## src/rtl/branch_predict_unit_if.sv

```systemverilog
// rtl/branch_predict_unit_if.sv - IF lookup, ID resolve and statistics bundle for branch_predict_unit
`ifndef INST_ID_LEN
`define INST_ID_LEN 6
`endif

interface branch_predict_unit_if #(
    parameter int ADDR_W = 32,
    parameter int XLEN   = 32,
    parameter int IMM_W  = 32,
    parameter int CNT_W  = 32
);
    logic [ADDR_W-1:0]       if_pc_i;
    logic                    if_pred_taken_o;
    logic [ADDR_W-1:0]       if_pred_target_o;
    logic                    id_valid_i;
    logic                    id_stall_i;
    logic [`INST_ID_LEN-1:0] instr_id_i;
    logic [ADDR_W-1:0]       id_pc_i;
    logic [IMM_W-1:0]        imm_i;
    logic [XLEN-1:0]         reg_rs1_val_i;
    logic [XLEN-1:0]         reg_rs2_val_i;
    logic [XLEN-1:0]         fwd_rs1_val_i;
    logic [XLEN-1:0]         fwd_rs2_val_i;
    logic                    fwd_rs1_we_i;
    logic                    fwd_rs2_we_i;
    logic                    id_pred_taken_i;
    logic [ADDR_W-1:0]       id_pred_target_i;
    logic                    redirect_o;
    logic [ADDR_W-1:0]       redirect_pc_o;
    logic [CNT_W-1:0]        branch_cnt_o;
    logic [CNT_W-1:0]        mispredict_cnt_o;

    // Pipeline side: drives PCs and decoded operands, consumes predictions and redirects
    modport master (
        output if_pc_i, id_valid_i, id_stall_i, instr_id_i, id_pc_i, imm_i,
               reg_rs1_val_i, reg_rs2_val_i, fwd_rs1_val_i, fwd_rs2_val_i,
               fwd_rs1_we_i, fwd_rs2_we_i, id_pred_taken_i, id_pred_target_i,
        input  if_pred_taken_o, if_pred_target_o, redirect_o, redirect_pc_o,
               branch_cnt_o, mispredict_cnt_o
    );

    // Predictor side
    modport slave (
        input  if_pc_i, id_valid_i, id_stall_i, instr_id_i, id_pc_i, imm_i,
               reg_rs1_val_i, reg_rs2_val_i, fwd_rs1_val_i, fwd_rs2_val_i,
               fwd_rs1_we_i, fwd_rs2_we_i, id_pred_taken_i, id_pred_target_i,
        output if_pred_taken_o, if_pred_target_o, redirect_o, redirect_pc_o,
               branch_cnt_o, mispredict_cnt_o
    );
endinterface

```

## src/rtl/branch_predict_unit.sv

```systemverilog
// rtl/branch_predict_unit.sv - direct-mapped BTB/BHT predictor with ID-stage branch resolution
`ifndef INST_ID_LEN
`define INST_ID_LEN 6
`endif
`ifndef ID_JAL
`define ID_JAL  6'd1
`define ID_JALR 6'd2
`define ID_BEQ  6'd3
`define ID_BNE  6'd4
`define ID_BLT  6'd5
`define ID_BGE  6'd6
`define ID_BLTU 6'd7
`define ID_BGEU 6'd8
`endif

module branch_predict_unit #(
    parameter int ADDR_W  = 32,
    parameter int XLEN    = 32,
    parameter int IMM_W   = 32,
    parameter int ENTRIES = 16,
    parameter int CNT_W   = 32
) (
    input logic                 clk,
    input logic                 rst,
    branch_predict_unit_if.slave bus
);
    localparam int IDX_W = $clog2(ENTRIES);
    localparam int TAG_W = ADDR_W - IDX_W - 2;

    logic [ENTRIES-1:0] valid_q;
    logic [ENTRIES-1:0] jump_q;
    logic [TAG_W-1:0]   tag_q    [ENTRIES];
    logic [ADDR_W-1:0]  target_q [ENTRIES];
    logic [1:0]         ctr_q    [ENTRIES];
    logic [CNT_W-1:0]   branch_cnt_q;
    logic [CNT_W-1:0]   mispredict_cnt_q;

    logic [IDX_W-1:0]  if_idx, id_idx;
    logic [TAG_W-1:0]  if_tag, id_tag;
    logic              if_hit, if_taken, id_hit;
    logic [XLEN-1:0]   rs1, rs2;
    logic [ADDR_W-1:0] imm_ext, pc_plus4, target, actual_next, pred_next;
    logic              is_cf, is_jump, is_jalr, taken, active, redirect;
    logic              unused_pc_bits;

    assign if_idx = bus.if_pc_i[IDX_W+1:2];
    assign if_tag = bus.if_pc_i[ADDR_W-1:IDX_W+2];
    assign id_idx = bus.id_pc_i[IDX_W+1:2];
    assign id_tag = bus.id_pc_i[ADDR_W-1:IDX_W+2];
    assign unused_pc_bits = ^{bus.if_pc_i[1:0], bus.id_pc_i[1:0]};

    // IF lookup reads registered tables, so a same-cycle update is never visible here
    always_comb begin
        if_hit   = valid_q[if_idx] && (tag_q[if_idx] == if_tag);
        if_taken = !rst && if_hit && (jump_q[if_idx] || ctr_q[if_idx][1]);
        bus.if_pred_taken_o  = if_taken;
        bus.if_pred_target_o = if_taken ? target_q[if_idx] : '0;
    end

    // ID resolve: operand select, condition evaluation, target and redirect decision
    always_comb begin
        rs1      = bus.fwd_rs1_we_i ? bus.fwd_rs1_val_i : bus.reg_rs1_val_i;
        rs2      = bus.fwd_rs2_we_i ? bus.fwd_rs2_val_i : bus.reg_rs2_val_i;
        imm_ext  = ADDR_W'($signed(bus.imm_i));
        pc_plus4 = bus.id_pc_i + ADDR_W'(4);
        is_cf    = 1'b1;
        is_jump  = 1'b0;
        is_jalr  = 1'b0;
        taken    = 1'b0;
        case (bus.instr_id_i)
            `ID_JAL:  begin is_jump = 1'b1; taken = 1'b1; end
            `ID_JALR: begin is_jump = 1'b1; is_jalr = 1'b1; taken = 1'b1; end
            `ID_BEQ:  taken = (rs1 == rs2);
            `ID_BNE:  taken = (rs1 != rs2);
            `ID_BLT:  taken = ($signed(rs1) <  $signed(rs2));
            `ID_BGE:  taken = ($signed(rs1) >= $signed(rs2));
            `ID_BLTU: taken = (rs1 <  rs2);
            `ID_BGEU: taken = (rs1 >= rs2);
            default:  is_cf = 1'b0;
        endcase
        target      = is_jalr ? ((ADDR_W'(rs1) + imm_ext) & ~ADDR_W'(1))
                              : (bus.id_pc_i + imm_ext);
        actual_next = taken ? target : pc_plus4;
        pred_next   = bus.id_pred_taken_i ? bus.id_pred_target_i : pc_plus4;
        active      = bus.id_valid_i && !bus.id_stall_i && !rst;
        id_hit      = valid_q[id_idx] && (tag_q[id_idx] == id_tag);
        redirect    = active && (is_cf ? (actual_next != pred_next) : bus.id_pred_taken_i);
        bus.redirect_o    = redirect;
        bus.redirect_pc_o = !redirect ? '0 : (is_cf ? actual_next : pc_plus4);
    end

    assign bus.branch_cnt_o     = branch_cnt_q;
    assign bus.mispredict_cnt_o = mispredict_cnt_q;

    // Table training and statistics on each resolved, unstalled instruction
    always_ff @(posedge clk) begin
        if (rst) begin
            valid_q          <= '0;
            branch_cnt_q     <= '0;
            mispredict_cnt_q <= '0;
            for (int i = 0; i < ENTRIES; i++) ctr_q[i] <= 2'b01;
        end else if (active) begin
            if (is_cf) begin
                if (branch_cnt_q != '1) branch_cnt_q <= branch_cnt_q + 1'b1;
                if (taken) begin
                    target_q[id_idx] <= target;
                    jump_q[id_idx]   <= is_jump;
                    if (id_hit) begin
                        if (ctr_q[id_idx] != 2'b11) ctr_q[id_idx] <= ctr_q[id_idx] + 2'b01;
                    end else begin
                        valid_q[id_idx] <= 1'b1;
                        tag_q[id_idx]   <= id_tag;
                        ctr_q[id_idx]   <= 2'b10;
                    end
                end else if (id_hit && ctr_q[id_idx] != 2'b00) begin
                    ctr_q[id_idx] <= ctr_q[id_idx] - 2'b01;
                end
            end else if (bus.id_pred_taken_i && tag_q[id_idx] == id_tag) begin
                valid_q[id_idx] <= 1'b0;
            end
            if (redirect && mispredict_cnt_q != '1) mispredict_cnt_q <= mispredict_cnt_q + 1'b1;
        end
    end
endmodule
```

## src/flat_wrapper.sv

```systemverilog
// flat-port wrapper written by rule: the top's interface ports become plain ports
module branch_predict_unit_flat 
#(
    parameter int ADDR_W  = 32,
    parameter int XLEN    = 32,
    parameter int IMM_W   = 32,
    parameter int ENTRIES = 16,
    parameter int CNT_W   = 32
)
  (clk, rst, bus_if_pc_i, bus_id_valid_i, bus_id_stall_i, bus_instr_id_i, bus_id_pc_i, bus_imm_i, bus_reg_rs1_val_i, bus_reg_rs2_val_i, bus_fwd_rs1_val_i, bus_fwd_rs2_val_i, bus_fwd_rs1_we_i, bus_fwd_rs2_we_i, bus_id_pred_taken_i, bus_id_pred_target_i, bus_if_pred_taken_o, bus_if_pred_target_o, bus_redirect_o, bus_redirect_pc_o, bus_branch_cnt_o, bus_mispredict_cnt_o);
  branch_predict_unit_if #(.ADDR_W(ADDR_W), .XLEN(XLEN), .IMM_W(IMM_W), .CNT_W(CNT_W)) bus_i ();
  input logic clk;
  input logic rst;
  input wire logic [$bits(bus_i.if_pc_i)-1:0] bus_if_pc_i;
  input wire logic [$bits(bus_i.id_valid_i)-1:0] bus_id_valid_i;
  input wire logic [$bits(bus_i.id_stall_i)-1:0] bus_id_stall_i;
  input wire logic [$bits(bus_i.instr_id_i)-1:0] bus_instr_id_i;
  input wire logic [$bits(bus_i.id_pc_i)-1:0] bus_id_pc_i;
  input wire logic [$bits(bus_i.imm_i)-1:0] bus_imm_i;
  input wire logic [$bits(bus_i.reg_rs1_val_i)-1:0] bus_reg_rs1_val_i;
  input wire logic [$bits(bus_i.reg_rs2_val_i)-1:0] bus_reg_rs2_val_i;
  input wire logic [$bits(bus_i.fwd_rs1_val_i)-1:0] bus_fwd_rs1_val_i;
  input wire logic [$bits(bus_i.fwd_rs2_val_i)-1:0] bus_fwd_rs2_val_i;
  input wire logic [$bits(bus_i.fwd_rs1_we_i)-1:0] bus_fwd_rs1_we_i;
  input wire logic [$bits(bus_i.fwd_rs2_we_i)-1:0] bus_fwd_rs2_we_i;
  input wire logic [$bits(bus_i.id_pred_taken_i)-1:0] bus_id_pred_taken_i;
  input wire logic [$bits(bus_i.id_pred_target_i)-1:0] bus_id_pred_target_i;
  output wire logic [$bits(bus_i.if_pred_taken_o)-1:0] bus_if_pred_taken_o;
  output wire logic [$bits(bus_i.if_pred_target_o)-1:0] bus_if_pred_target_o;
  output wire logic [$bits(bus_i.redirect_o)-1:0] bus_redirect_o;
  output wire logic [$bits(bus_i.redirect_pc_o)-1:0] bus_redirect_pc_o;
  output wire logic [$bits(bus_i.branch_cnt_o)-1:0] bus_branch_cnt_o;
  output wire logic [$bits(bus_i.mispredict_cnt_o)-1:0] bus_mispredict_cnt_o;
  assign bus_i.if_pc_i = bus_if_pc_i;
  assign bus_i.id_valid_i = bus_id_valid_i;
  assign bus_i.id_stall_i = bus_id_stall_i;
  assign bus_i.instr_id_i = bus_instr_id_i;
  assign bus_i.id_pc_i = bus_id_pc_i;
  assign bus_i.imm_i = bus_imm_i;
  assign bus_i.reg_rs1_val_i = bus_reg_rs1_val_i;
  assign bus_i.reg_rs2_val_i = bus_reg_rs2_val_i;
  assign bus_i.fwd_rs1_val_i = bus_fwd_rs1_val_i;
  assign bus_i.fwd_rs2_val_i = bus_fwd_rs2_val_i;
  assign bus_i.fwd_rs1_we_i = bus_fwd_rs1_we_i;
  assign bus_i.fwd_rs2_we_i = bus_fwd_rs2_we_i;
  assign bus_i.id_pred_taken_i = bus_id_pred_taken_i;
  assign bus_i.id_pred_target_i = bus_id_pred_target_i;
  assign bus_if_pred_taken_o = bus_i.if_pred_taken_o;
  assign bus_if_pred_target_o = bus_i.if_pred_target_o;
  assign bus_redirect_o = bus_i.redirect_o;
  assign bus_redirect_pc_o = bus_i.redirect_pc_o;
  assign bus_branch_cnt_o = bus_i.branch_cnt_o;
  assign bus_mispredict_cnt_o = bus_i.mispredict_cnt_o;
  branch_predict_unit #(.ADDR_W(ADDR_W), .XLEN(XLEN), .IMM_W(IMM_W), .ENTRIES(ENTRIES), .CNT_W(CNT_W)) u_core (.clk(clk), .rst(rst), .bus(bus_i));
endmodule
```

## config.mk

```make
export PLATFORM = sky130hd
export DESIGN_NAME = branch_predict_unit_flat
export DESIGN_NICKNAME = d
export VERILOG_FILES = /design/src/rtl/branch_predict_unit_if.sv /design/src/rtl/branch_predict_unit.sv /design/src/flat_wrapper.sv
export SDC_FILE = /design/constraint.sdc
export NUM_CORES = 2
export LEC_CHECK = 0
export BUFFER_PORTS_ARGS = -buffer_cell sky130_fd_sc_hd__buf_2
export CORE_ASPECT_RATIO = 1.5
export CORE_MARGIN = 5
export CORE_UTILIZATION = 45
export CTS_CLUSTER_SIZE = 20
export DETAILED_ROUTE_END_ITERATION = 10
export GPL_TIMING_DRIVEN = 1
export SLEW_MARGIN = 20
export SYNTH_ARGS = -nofsm -noshare
export SYNTH_HDL_FRONTEND = slang
export SYNTH_SLANG_ARGS = --single-unit
```

## constraint.sdc

```tcl
create_clock -name clk -period 11.6 [get_ports clk]
set_input_delay 2.32 -clock clk [delete_from_list [all_inputs] [get_ports clk]]
set_output_delay 2.32 -clock clk [all_outputs]
set_load 0.02 [all_outputs]
```

* Word level (Yosys, flattened, before mapping) *
Memories as Yosys holds them, arrays and structs flattened.
Cells that the tools add are included.

operators by class
  add/sub/neg operators = 7
  equality and inequality tests = 18
  order comparisons = 7
  mux-type cells = 57
  bitwise operators = 6
  reductions and logical operators = 23

operator list
  kind                     number
  $mux W32                 8
  $add A32 B1 Y32 const B  2
  $add A32 B32 Y32         2
  $ge A32 B32 Y1           2
  $lt A32 B32 Y1           2
  $mux W16                 4
  $ne A32 B32 Y1           2
  $ne A32 B32 Y1 const B   2
  $eq A26 B26 Y1           2
  $mux W1                  35
  $add A32 B3 Y32 const B  1
  $eq A32 B32 Y1           1
  $eq A6 B3 Y1 const B     4
  $and A16 B16 Y16         1
  $bwmux W16               1
  $not A16 Y16             1
  $or A16 B16 Y16          1
  $bmux W1 S4              3
  $eq A6 B2 Y1 const B     2
  $logic_and A1 B1 Y1      11
  $lt A4 B5 Y1 const B     2
  $reduce_and A4 Y1        2
  $reduce_or A8 Y1         1
  $pmux W1 S7              1
  other kinds (17)         25

word-level totals
  logic and storage cells = 125
  bits in writable memories = 960
  register bits after elaboration = 96
  bits of input ports = 269
  memories = 3

memories
  name             depth  width  rd ports  clocked after memory_dff  write ports  RTL line                   RTL
  u_core.target_q  16     32     1         0                         1            branch_predict_unit.sv:33  logic [ADDR_W-1:0] target_q [ENTRIES];
  u_core.tag_q     16     26     2         0                         1            branch_predict_unit.sv:32  logic [TAG_W-1:0] tag_q [ENTRIES];
  u_core.ctr_q     16     2      2         0                         16           branch_predict_unit.sv:34  logic [1:0] ctr_q [ENTRIES];

* Logic depth before layout (Yosys ltp) *
  depth after elaboration = 13
  depth in mapped cells = 21
  mapped depth without buffers = 17

* Worst setup path before layout *
No wires, ideal clock.

  kind = input port to output port
  start = input bus_fwd_rs1_we_i
  end = output bus_redirect_pc_o[10]
  arrival = 7.226 ns
  required time = 9.280 ns
  cell stages on the path = 19
  buffers on the path = 4
  setup slack = 2.054 ns
  path through = buf_4 -> clkbuf_1 -> mux2_2 -> ha_1 -> a21oi_1 -> o21ai_4 -> o21ai_0 -> a211oi_2 -> a41o_1 -> o211a_1 -> nor3_1 -> xor2_1 -> a41o_1 -> nand4_1 -> or3b_1 -> buf_4 -> nand2_2 -> buf_2 -> a211oi_1

on the way
  word-level cells in the longest chain between the ends = 8
  elaborated cells between the ends (all ways) = 16
  classes of those cells = add/sub (1); order compare (4); eq/ne (3); mux (7); reduce/logical (1)

RTL lines
  element                RTL line                   RTL
  start: declaration     flat_wrapper.sv:24         input wire logic [$bits(bus_i.fwd_rs1_we_i)-1:0] bus_fwd_rs1_we_i;
  $mux W32               branch_predict_unit.sv:62  rs1 = bus.fwd_rs1_we_i ? bus.fwd_rs1_val_i : bus.reg_rs1_val_i;
  $add A32 B32 Y32       branch_predict_unit.sv:81  target = is_jalr ? ((ADDR_W'(rs1) + imm_ext) & ~ADDR_W'(1))
  $mux W32               branch_predict_unit.sv:81
  via u_core.target[29]  branch_predict_unit.sv:42  logic [ADDR_W-1:0] imm_ext, pc_plus4, target, actual_next, pred_next;
  $mux W32               branch_predict_unit.sv:83  actual_next = taken ? target : pc_plus4;
  $ne A32 B32 Y1         branch_predict_unit.sv:87  redirect = active && (is_cf ? (actual_next != pred_next) : bus.id_pred_taken_i);
  $mux W1                branch_predict_unit.sv:87
  $logic_and A1 B1 Y1    branch_predict_unit.sv:87
  $mux W32               branch_predict_unit.sv:89  bus.redirect_pc_o = !redirect ? '0 : (is_cf ? actual_next : pc_plus4);
  end: declaration       flat_wrapper.sv:31         output wire logic [$bits(bus_i.redirect_pc_o)-1:0] bus_redirect_pc_o;

The timed path passes the listed nets, and every way through them passes these cells.

* Final worst setup path *
  start = input bus_fwd_rs1_we_i
  end = output bus_redirect_pc_o[13]

on the way
  word-level cells in the longest chain between the ends = 8
  elaborated cells between the ends (all ways) = 16
  classes of those cells = add/sub (1); order compare (4); eq/ne (3); mux (7); reduce/logical (1)

RTL lines
  element                                  RTL line                                              RTL
  $mux W32 *                               branch_predict_unit.sv:62
  $ge A32 B32 Y1 (tied with other cells)   branch_predict_unit.sv:78                             `ID_BGEU: taken = (rs1 >= rs2);
  $pmux W1 S7 or $mux W32 (tied branches)  branch_predict_unit.sv:70, branch_predict_unit.sv:81
  $mux W32 *                               branch_predict_unit.sv:83
  $ne A32 B32 Y1                           branch_predict_unit.sv:87
  $mux W1                                  branch_predict_unit.sv:87
  $logic_and A1 B1 Y1                      branch_predict_unit.sv:87
  $mux W32 *                               branch_predict_unit.sv:89

Mark *: on every way between the ends. The rest lies on a longest branch, timed or not.

==> impl_metrics.yaml <==
detailed_routing:
  vias: 34800
  drt_wl_total_mm: 172
  drt_iter0_drc: 3459
  viasPerCell: 6.26
  first_pass_iters: 7
  remaining_drc_errors: 0
  wl_per_cell_um: 31.0
  postRouteAntennaNets: 0
yosys:
  synth-edff-count: 976
  netlist_area_um2: 53500
  ys_seq_area_share_pct: 57.8
  synth_nets: 3848
  ys.flop_type: "edfxtp_1"
  yosysWarnings: 0
  ys_ff_latch: 1056
  synth_top_area_cell: "edfxtp_1"
  synthTopCellsByCount: "976 x edfxtp_1, 440 x mux4_2, 240 x nor2_1"
  yosys-top-cells-area: "edfxtp_1 55%, mux4_2 19%, dfxtp_1 3.0%, ha_1 2.4%, xnor2_1 1.8%"
  synth_cells: 3476
  async_reset_ff_share_pct: 0
  yosysMostFrequentCell: "edfxtp_1"
  synth.distinct_cells: 90
  yosys.area.top_type_share_pct: 54.8
  syn_area_per_cell_um2: 15.4
timing:
  tightestPinTransition_ns: 1.12
  slew_viol_final: 0
  relSlewSlack_pct: 24.9
  fin_crit_sh_pct: 95.5
  clock-skew-final_ns: 0.0611
  min_period_ns: 11.08
  finalSetupViolations: 0
  grt_setup_unrepaired: "false"
  fmax_mhz: 90.3
  tns_ns: 0
  hold_viol: 0
clock_network:
  postCtsSetupRepairBufs: 0
  path_clk_slew_ns: 0.07
  ctsHoldBuffers: 0
  clock_latency_ns: 0.73
  clock_sinks: 1056
  cts_buffers: 98
  cts_root_buf: "clkbuf_16"
  htree_levels: 3
  clock_path_buffers: 3
  cts_resized: 0
  cts_tree: "yes"
die:
  boundaryPins: 399
  core_area_um2: 118000
  dieArea_um2: 126000
  num_rows: 155
  die_y_um: 432
  initial_core_util_pct: 45.1
  dieWidth_um: 292
setup_path:
  cp_max_fo: 27
  crit_arrival_ns: 8.76
  worst_r2r_path_depth: 12
  worstPathCellList: "buf_2 -> buf_4 -> mux2_2 -> ha_1 -> nand4_1 -> nor4_1 -> o211ai_1 -> nand3_1 -> or3_1 -> nand3_1 -> nor2_4 -> a21oi_1 -> a2111oi_1 -> nand4_1 -> or3b_1 -> nand2_2 -> buf_12 -> a211oi_1 -> buf_4 -> buf_2"
  worstPathRequired_ns: 9.28
  crit_slowest_cell: "nor4_1"
  path_class: "in -> out"
  cpPeakStageDelay_ns: 0.69
  startpoint_type: "primary input"
  end_kind: "output port"
placement:
  io_buffers: 396
  place_area_um2: 57700
  place.gp.congestion: 0.931
  dp_cells: 5352
  dp_hpwl_mm: 117
global_routing:
  antenna_found_initial: 55
  grt_max_degree: 138
  grt_pass1_wl_mm: 244
  grt.overflow.total: 0
  grt_use_total_pct: 26.6
  first_global_vias: 34500
layout:
  final_area_um2: 61100
  final_layout_size_suffix_gt1_share_pct: 30.5
  fin_nets: 4254
  final_cells: 5565
  area_delta_synth_final_pct: 14.1
power:
  switching_share_pct: 25.1
  clock_power_share_pct: 37.6
  powerDensity_nw_per_um2: 142
  power.internal_uw: 6510
  seq_power_share_pct: 49.0
  ir_drop_v: 0.000134
  power_frac_comb_pct: 13.4
  power.leakage_uw: 0.0206
  power.switching_uw: 2180
worst_hold_path:
  holdPathStages: 2
  hold_path.class: "reg -> reg"
status:
  outcome: "complete, no violations"
run:
  maxCapViolations: 0
-- final cells by class --
type | count | area (um2)
fillers | 10000 | 57400
flip-flops and latches | 1056 | 30900
multi-input cells | 2162 | 21800
repair buffers | 508 | 2900
clock buffers | 126 | 2630
well taps | 1570 | 1960
clock inverters | 55 | 608
inverters | 56 | 210
diodes | 32 | 80.1
-- metal layers --
metal	GRT usage, %	vias to the layer above	wire, um
met2	45.3	1521	87000
met1	33.7	18000	63700
li1	-	14900	-
met5	0	-	247
met3	5.96	304	14900
met4	9.63	36	6480
-- metrics by stage --
step	hold WS, ns	utilization (%)	power (uW)	worst slack [ns]
after global routing	0.519	51.5	8970	0.215
after floorplan	0.460	-	5040	2.05
final	0.495	51.5	8690	0.524
after CTS	0.491	51.5	8740	0.555
after detailed placement	0.481	48.7	5490	0.598
after global placement	0.476	48.7	5480	0.631
-- state kept, by name, indices dropped and copies added, names as in the netlist, named ones only --
name and count:
u_core.bus.mispredict_cnt_o 32, u_core.target_q 512, u_core.tag_q 416, u_core.jump_q 16, u_core.bus.branch_cnt_o 32, u_core.ctr_q 32
-- kinds of logic (layout without fill, tap and decap cells) --
family                     count (synthesis)  in the layout  synth area share (%)
AOI/OAI and AO/OA                        467            467                  5.63
xor gates and xnor gates                 189            189                  3.09
adders and majority gates                104            104                  2.46
buffers and inverters                    258            745                  1.95
DFF                                     1056           1056                  57.8
muxes                                    577            577                  21.3
other                                      0             32                     0
and+or+nand+nor                          825            825                  7.82
-- layout by cell type (no fill, tap or decap), types with 10 or more instances in the layout --
cell type	instances
mux2_2	55
ha_1	101
dfxtp_1	80
nand4_1	63
o21ai_0	100
nand2b_1	12
buf_2	388
xnor2_1	109
nor3_2	10
and2_1	11
or3_1	32
xor2_1	80
nor2_4	17
mux4_2	440
clkinv_2	13
or4_1	13
clkbuf_1	22
nor2_1	222
a211oi_1	43
nor4_1	19
edfxtp_1	976
a31oi_1	16
o21a_1	14
mux2i_1	75
and3_1	28
nand3_1	82
diode_2	32
clkbuf_16	99
inv_1	56
o21bai_1	23
clkinv_1	20
o211ai_1	18
a21oi_1	130
buf_4	113
nand2_1	140
nor3_1	54
and4_1	14
nor2b_1	61
a21o_1	18
-- power by group through the flow --
stage	Sequential, uW	Combinational [uW]	Clock [uW]
4_1_cts	4260	1160	3320
3_3_place_gp	4340	1140	0
3_5_place_dp	4340	1150	0
2_1_floorplan	4340	702	0
5_1_grt	4260	1230	3480
6_report	4260	1160	3260
-- worst paths after layout --
| path | from | endpoint | slack [ns] |
|---|---|---|---|
| max | bus_fwd_rs1_we_i | bus_redirect_pc_o[13] | 0.52 |
| min | flop | flop | 0.49 |
| max reg2reg | u_core.tag_q[15][13] | u_core.ctr_q[2][0] | 6.50 |
| min reg2reg | flop | flop | 0.49 |
-- critical path: cells and delay by family --
family | cells | cell delay [ns]
fa+ha+maj | 1 | 0.31
buf+inv | 5 | 1.23
simple gates | 9 | 3.44
mux | 1 | 0.43
compound gates | 4 | 0.97
(Power assumes the default switching activity.)
